`src/rtl/bidir_bus_ctrl_if.sv`:
```
// bidir_bus_ctrl_if: client and buffer-side signal bundle of the bidirectional bus controller
// Controller view: i_wr_valid/i_wr_data/o_wr_ready write handshake, i_rd_req/o_rd_valid/o_rd_data
// read path, o_dir_en buffer direction, o_line_out/i_line_in line data, o_busy activity flag.
// master = client/buffer side, slave = controller.
interface bidir_bus_ctrl_if #(parameter int WIDTH = 8);
  logic             i_wr_valid;
  logic [WIDTH-1:0] i_wr_data;
  logic             o_wr_ready;
  logic             i_rd_req;
  logic             o_rd_valid;
  logic [WIDTH-1:0] o_rd_data;
  logic             o_dir_en;
  logic [WIDTH-1:0] o_line_out;
  logic [WIDTH-1:0] i_line_in;
  logic             o_busy;
  modport master (
    output i_wr_valid, i_wr_data, i_rd_req, i_line_in,
    input  o_wr_ready, o_rd_valid, o_rd_data, o_dir_en, o_line_out, o_busy
  );
  modport slave (
    input  i_wr_valid, i_wr_data, i_rd_req, i_line_in,
    output o_wr_ready, o_rd_valid, o_rd_data, o_dir_en, o_line_out, o_busy
  );
endinterface

```
`src/rtl/bidir_bus_ctrl.sv`:
```
// bidir_bus_ctrl: half-duplex line direction controller with turnaround insertion and burst fairness
// Ports: clk rising-edge clock, rst_n async active-low reset, bus (slave modport) carrying the
// client write/read handshakes, buffer direction enable, outbound and inbound line data, busy.
module bidir_bus_ctrl #(
  parameter int WIDTH     = 8,
  parameter int TURN_CYC  = 2,
  parameter int MAX_BURST = 16
) (
  input logic             clk,
  input logic             rst_n,
  bidir_bus_ctrl_if.slave bus
);
  localparam int TW = $clog2(TURN_CYC + 1);
  localparam int BW = $clog2(MAX_BURST + 1);
  typedef enum logic [1:0] {IDLE, TURN, TX, RX} state_t;
  state_t           r_state, r_target;
  logic             r_dir_en, r_rd_valid, r_rd_prio;
  logic [WIDTH-1:0] r_line_out, r_rd_data;
  logic [TW-1:0]    r_turn;
  logic [BW-1:0]    r_burst;
  logic [BW-1:0]    w_burst_nxt;
  logic             w_wr_go;
  assign w_burst_nxt = (r_burst == BW'(MAX_BURST)) ? r_burst : r_burst + 1'b1;
  // a burst cut short by the limit hands the next IDLE decision to the waiting reader
  assign w_wr_go = bus.i_wr_valid && !(r_rd_prio && bus.i_rd_req);
  always_ff @(posedge clk or negedge rst_n) begin
    if (!rst_n) begin
      r_state    <= IDLE;
      r_target   <= IDLE;
      r_dir_en   <= 1'b0;
      r_rd_valid <= 1'b0;
      r_rd_prio  <= 1'b0;
      r_line_out <= '0;
      r_rd_data  <= '0;
      r_turn     <= '0;
      r_burst    <= '0;
    end else begin
      case (r_state)
        IDLE: begin
          r_rd_valid <= 1'b0;
          r_rd_prio  <= 1'b0;
          r_turn     <= '0;
          r_burst    <= '0;
          if (w_wr_go) begin
            r_state  <= r_dir_en ? TX : TURN;
            r_target <= TX;
            r_dir_en <= 1'b1;
          end else if (bus.i_rd_req) begin
            r_state  <= r_dir_en ? TURN : RX;
            r_target <= RX;
            r_dir_en <= 1'b0;
          end
        end
        TURN: begin
          r_turn <= r_turn + 1'b1;
          if (r_turn == TW'(TURN_CYC - 1)) begin
            r_state <= r_target;
            r_turn  <= '0;
          end
        end
        TX: begin
          if (bus.i_wr_valid) begin
            r_line_out <= bus.i_wr_data;
            r_burst    <= w_burst_nxt;
            if (bus.i_rd_req && w_burst_nxt == BW'(MAX_BURST)) begin
              r_state   <= IDLE;
              r_rd_prio <= 1'b1;
            end
          end else begin
            r_state <= IDLE;
          end
        end
        RX: begin
          r_rd_valid <= bus.i_rd_req;
          if (bus.i_rd_req) r_rd_data <= bus.i_line_in;
          else r_state <= IDLE;
        end
        default: r_state <= IDLE;
      endcase
    end
  end
  assign bus.o_wr_ready = r_state == TX;
  assign bus.o_busy     = r_state != IDLE;
  assign bus.o_dir_en   = r_dir_en;
  assign bus.o_rd_valid = r_rd_valid;
  assign bus.o_rd_data  = r_rd_data;
  assign bus.o_line_out = r_line_out;
endmodule

```
`src/flat_wrapper.sv`:
```
// flat-port wrapper written by rule: the top's interface ports become plain ports
module bidir_bus_ctrl_flat 
#(
  parameter int WIDTH     = 8,
  parameter int TURN_CYC  = 2,
  parameter int MAX_BURST = 16
)
  (clk, rst_n, bus_i_wr_valid, bus_i_wr_data, bus_i_rd_req, bus_i_line_in, bus_o_wr_ready, bus_o_rd_valid, bus_o_rd_data, bus_o_dir_en, bus_o_line_out, bus_o_busy);
  bidir_bus_ctrl_if #(.WIDTH(WIDTH)) bus_i ();
  input logic clk;
  input logic rst_n;
  input wire logic [$bits(bus_i.i_wr_valid)-1:0] bus_i_wr_valid;
  input wire logic [$bits(bus_i.i_wr_data)-1:0] bus_i_wr_data;
  input wire logic [$bits(bus_i.i_rd_req)-1:0] bus_i_rd_req;
  input wire logic [$bits(bus_i.i_line_in)-1:0] bus_i_line_in;
  output wire logic [$bits(bus_i.o_wr_ready)-1:0] bus_o_wr_ready;
  output wire logic [$bits(bus_i.o_rd_valid)-1:0] bus_o_rd_valid;
  output wire logic [$bits(bus_i.o_rd_data)-1:0] bus_o_rd_data;
  output wire logic [$bits(bus_i.o_dir_en)-1:0] bus_o_dir_en;
  output wire logic [$bits(bus_i.o_line_out)-1:0] bus_o_line_out;
  output wire logic [$bits(bus_i.o_busy)-1:0] bus_o_busy;
  assign bus_i.i_wr_valid = bus_i_wr_valid;
  assign bus_i.i_wr_data = bus_i_wr_data;
  assign bus_i.i_rd_req = bus_i_rd_req;
  assign bus_i.i_line_in = bus_i_line_in;
  assign bus_o_wr_ready = bus_i.o_wr_ready;
  assign bus_o_rd_valid = bus_i.o_rd_valid;
  assign bus_o_rd_data = bus_i.o_rd_data;
  assign bus_o_dir_en = bus_i.o_dir_en;
  assign bus_o_line_out = bus_i.o_line_out;
  assign bus_o_busy = bus_i.o_busy;
  bidir_bus_ctrl #(.WIDTH(WIDTH), .TURN_CYC(TURN_CYC), .MAX_BURST(MAX_BURST)) u_core (.clk(clk), .rst_n(rst_n), .bus(bus_i));
endmodule
```
`config.mk`:
```
export PLATFORM = sky130hd
export DESIGN_NAME = bidir_bus_ctrl_flat
export DESIGN_NICKNAME = d
export VERILOG_FILES = /design/src/rtl/bidir_bus_ctrl_if.sv /design/src/rtl/bidir_bus_ctrl.sv /design/src/flat_wrapper.sv
export SDC_FILE = /design/constraint.sdc
export NUM_CORES = 1
export LEC_CHECK = 0
export ABC_AREA = 1
export CAP_MARGIN = 20
export CORE_ASPECT_RATIO = 2
export CORE_MARGIN = 8
export CORE_UTILIZATION = 45
export CTS_BUF_LIST = sky130_fd_sc_hd__clkbuf_8 sky130_fd_sc_hd__clkbuf_16
export DETAILED_ROUTE_END_ITERATION = 8
export PLACE_DENSITY = 0.77
export SLEW_MARGIN = 30
export SYNTH_ARGS = -nofsm -noshare
export SYNTH_HDL_FRONTEND = slang
export SYNTH_SLANG_ARGS = --single-unit
```
`constraint.sdc`:
```
create_clock -name clk -period 2.18 [get_ports clk]
set_input_delay 0.327 -clock clk [delete_from_list [all_inputs] [get_ports clk]]
set_output_delay 0.327 -clock clk [all_outputs]
set_load 0.1 [all_outputs]
```
==> impl_metrics.env <==
export IMPL_grt_use_met2_pct=27.1
export IMPL_dpl_hpwl_um=2820
export IMPL_post_cts_buffers=0
export IMPL_fmax_mhz=586
export IMPL_cts_tree="yes"
export IMPL_start_util_pct=46.0
export IMPL_post_place_ws_ns=0.390
export IMPL_grt_antenna_before_repair=0
export IMPL_critPathMaxFanout=7
export IMPL_holdBufCountCts=0
export IMPL_cts_sinks=30
export IMPL_yosysTopAreaCell="dfrtp_1"
export IMPL_hold_class="input port to asynchronous set/reset pin"
export IMPL_via_per_inst=5.18
export IMPL_rrSetupSlack_ns=0.53
export IMPL_numCtsBuffers=5
export IMPL_vias=1263
export IMPL_first_pass_iters=4
export IMPL_synthCells=168
export IMPL_gr_usage_met3_pct=3.83
export IMPL_die_area_um2=5370
export IMPL_syn_cell_area_um2=1440
export IMPL_final_area_um2=1930
export IMPL_htreeDepth=2
export IMPL_ys_ff_latch=30
export IMPL_rsz0062_at_grt="false"
export IMPL_port_buffers=39
export IMPL_maxCapViolations=0
export IMPL_wl_per_cell_um=14.5
export IMPL_synthDistinctLibCells=22
export IMPL_syn_area_per_cell_um2=8.55
export IMPL_fill_cells=275
export IMPL_critPathArrivalTime_ns=1.38
export IMPL_busiest_layer="met2"
export IMPL_postRouteAntennaNets=0
export IMPL_criticalPathCategory="flop to primary output"
export IMPL_reg2reg_to="u_core.r_burst[1]$_DFFE_PN0P_"
export IMPL_ff2ff_path_depth=5
export IMPL_drive_gt1_share_pct=20.2
export IMPL_synth_xor_area_share_pct=1.13
export IMPL_std_cell_rows=29
export IMPL_use_met1_pct=11.9
export IMPL_fin_ws_ns=0.473
export IMPL_grt_pass1_wl_um=5850
export IMPL_critPathLaunchType="flop"
export IMPL_cts_root_buffer_cell="clkbuf_8"
export IMPL_drc_errors=0
export IMPL_die_h_um=95.9
export IMPL_grt_max_degree=31
export IMPL_fin_crit_ns=1.71
export IMPL_finalWirelength_um=3530
export IMPL_clock_path_buffers=2
export IMPL_drt_initial_drc_count=16
export IMPL_synth_area_mux_share_pct=0
export IMPL_endpoint_kind="primary output"
export IMPL_tightest_slew_ns=0.554
export IMPL_cp_required_ns=1.85
export IMPL_ctsResizeCount=0
export IMPL_r2r_start="u_core.r_state[0]$_DFFE_PN0P_"
export IMPL_clkTransAtPathRegs_ns=0.06
export IMPL_cp_slowest_cell="dfrtp_1"
export IMPL_place_area_um2=1850
export IMPL_final_core_util_pct=61.9
export IMPL_syn2layout_area_growth_pct=34.6
export IMPL_synth_top_family_by_area="simple AND/OR/NAND/NOR gates"
export IMPL_grt_overflow_total=0
export IMPL_min_period_over_period_pct=78.3
export IMPL_first_global_vias=1280
export IMPL_grt_usage_pct=14.0
export IMPL_syn_num_nets=195
export IMPL_netlist_area_leader_share_pct=52.3
export IMPL_synth_fa_ha_area_share_pct=6.10
export IMPL_finalSetupTns_ns=0
export IMPL_ios=40
export IMPL_path_cells="inv_1 -> ha_1 -> inv_2 -> buf_12"
export IMPL_skew_ns=0.00589
export IMPL_yosysSeqAreaShare_pct=52.3
export IMPL_synth_compound_area_share_pct=7.58
export IMPL_gp_congestion=0.830
export IMPL_setup_viol=0
export IMPL_yosys_area_share_simple_pct=27.6
export IMPL_finalHoldViolations=0
export IMPL_slew_limit_headroom_pct=62.7
export IMPL_insertion_delay_ns=0.28
export IMPL_num_antenna_cells=0
export IMPL_yosys_top_cells_area="dfrtp_1 52%, nand2_1 18%, ha_1 6.1%, inv_1 4.2%, nand2_2 3.0%"
export IMPL_status="completed"
export IMPL_slew_viol_final=0
export IMPL_die_x_um=56.0
export IMPL_fin_nets=241
export IMPL_max_stage_delay_ns=0.42
export IMPL_ys_warn_count=0
export IMPL_core_um2=3120
[metal layers]
metal	wire length, um	part of all wire (%)	vias up
met5	0	0	-
met4	118	3.3	0
met3	139	3.9	8
met2	2040	58	27
met1	1230	35	612
li1	-	-	616
[cells by family (layout without fill, tap and decap cells)]
family,count (synthesis),count (layout)
xor gates and xnor gates,1,1
buffers and inverters,20,65
adders and majority gates,7,7
DFF,30,30
AOI/OAI and AO/OA,16,16
and+or+nand+nor,94,94
[worst max path at each step]
| stage | cells after the start | slack [ns] | startpoint | to |
|---|---|---|---|---|
| 4_1_cts | 4 | 0.47 | u_core.r_state[0]$_DFFE_PN0P_ | bus_o_busy |
| 5_1_grt | 13 | 0.39 | u_core.r_burst[0]$_DFFE_PN0P_ | u_core.r_state[0]$_DFFE_PN0P_ |
| 3_3_place_gp | 6 | 0.42 | bus_i_wr_valid | u_core.r_state[1]$_DFFE_PN0P_ |
| 3_5_place_dp | 6 | 0.39 | bus_i_wr_valid | u_core.r_state[1]$_DFFE_PN0P_ |
| 6_report | 4 | 0.47 | u_core.r_state[0]$_DFFE_PN0P_ | bus_o_busy |
| 2_1_floorplan | 7 | 0.02 | u_core.r_state[0]$_DFFE_PN0P_ | u_core.r_burst[1]$_DFFE_PN0P_ |
[sequential cells by signal (all words and copies together), names as in the netlist]
signal / cells
u_core.r_burst: 5
u_core.r_rd_prio: 1
u_core.bus.o_rd_valid: 1
u_core.r_state: 2
u_core.bus.o_line_out: 8
u_core.bus.o_rd_data: 8
u_core.bus.o_dir_en: 1
u_core.r_turn: 2
u_core.r_target: 2
[worst max-delay path, delay by kind of cell, from the launching register on]
family                   cells  cell delay (ns)
adder cells (fa/ha/maj)      1             0.25
flip-flops                   1             0.42
buffers and inverters        3             0.43
[layout make-up]
| class | instances | area, um^2 | share of cell area [%] |
|---|---|---|---|
| flip-flops and latches | 30 | 751 | 38.8 |
| multi-input cells | 118 | 609 | 31.5 |
| repair buffers | 42 | 388 | 20.1 |
| clock buffers | 6 | 82.6 | 4.27 |
| inverters | 17 | 63.8 | 3.30 |
| well taps | 31 | 38.8 | 2.01 |
[layout by cell type, fill, tap and decap left out]
master,netlist,routed
a211oi_4,1,1
a21boi_0,1,1
buf_12,0,2
buf_4,0,21
clkbuf_8,0,6
clkdlybuf4s50_1,0,19
dfrtp_1,30,30
ha_1,7,7
inv_1,16,16
inv_2,1,1
nand2_1,70,70
nand2_2,7,7
nand3_1,5,5
nand3_2,1,1
nand4_1,2,2
nor2_1,5,5
nor2_2,3,3
nor3_1,1,1
o21a_1,1,1
o21ai_0,6,6
o21ai_1,1,1
o21bai_1,1,1
o22ai_1,5,5
xor2_2,1,1
[through the flow]
step | hold WS [ns] | cells
after floorplan | 0.0314 | 168
after global routing | 0.476 | 244
final | 0.438 | 244
after CTS | 0.445 | 244
after detailed placement | 0.459 | 238
after global placement | 0.450 | 238
[synth_stat cells (all sizes together)]
master  instances
a211oi          1
a21boi          1
buf             1
clkbuf          2
dfrtp          30
ha              7
inv            17
nand2          77
nand3           6
nand4           2
nor2            8
nor3            1
o21a            1
o21ai           7
o21bai          1
o22ai           5
xor2            1
Power is not shown: default switching activity piles up to over one toggle a cycle in this logic, so the estimate is an artifact.
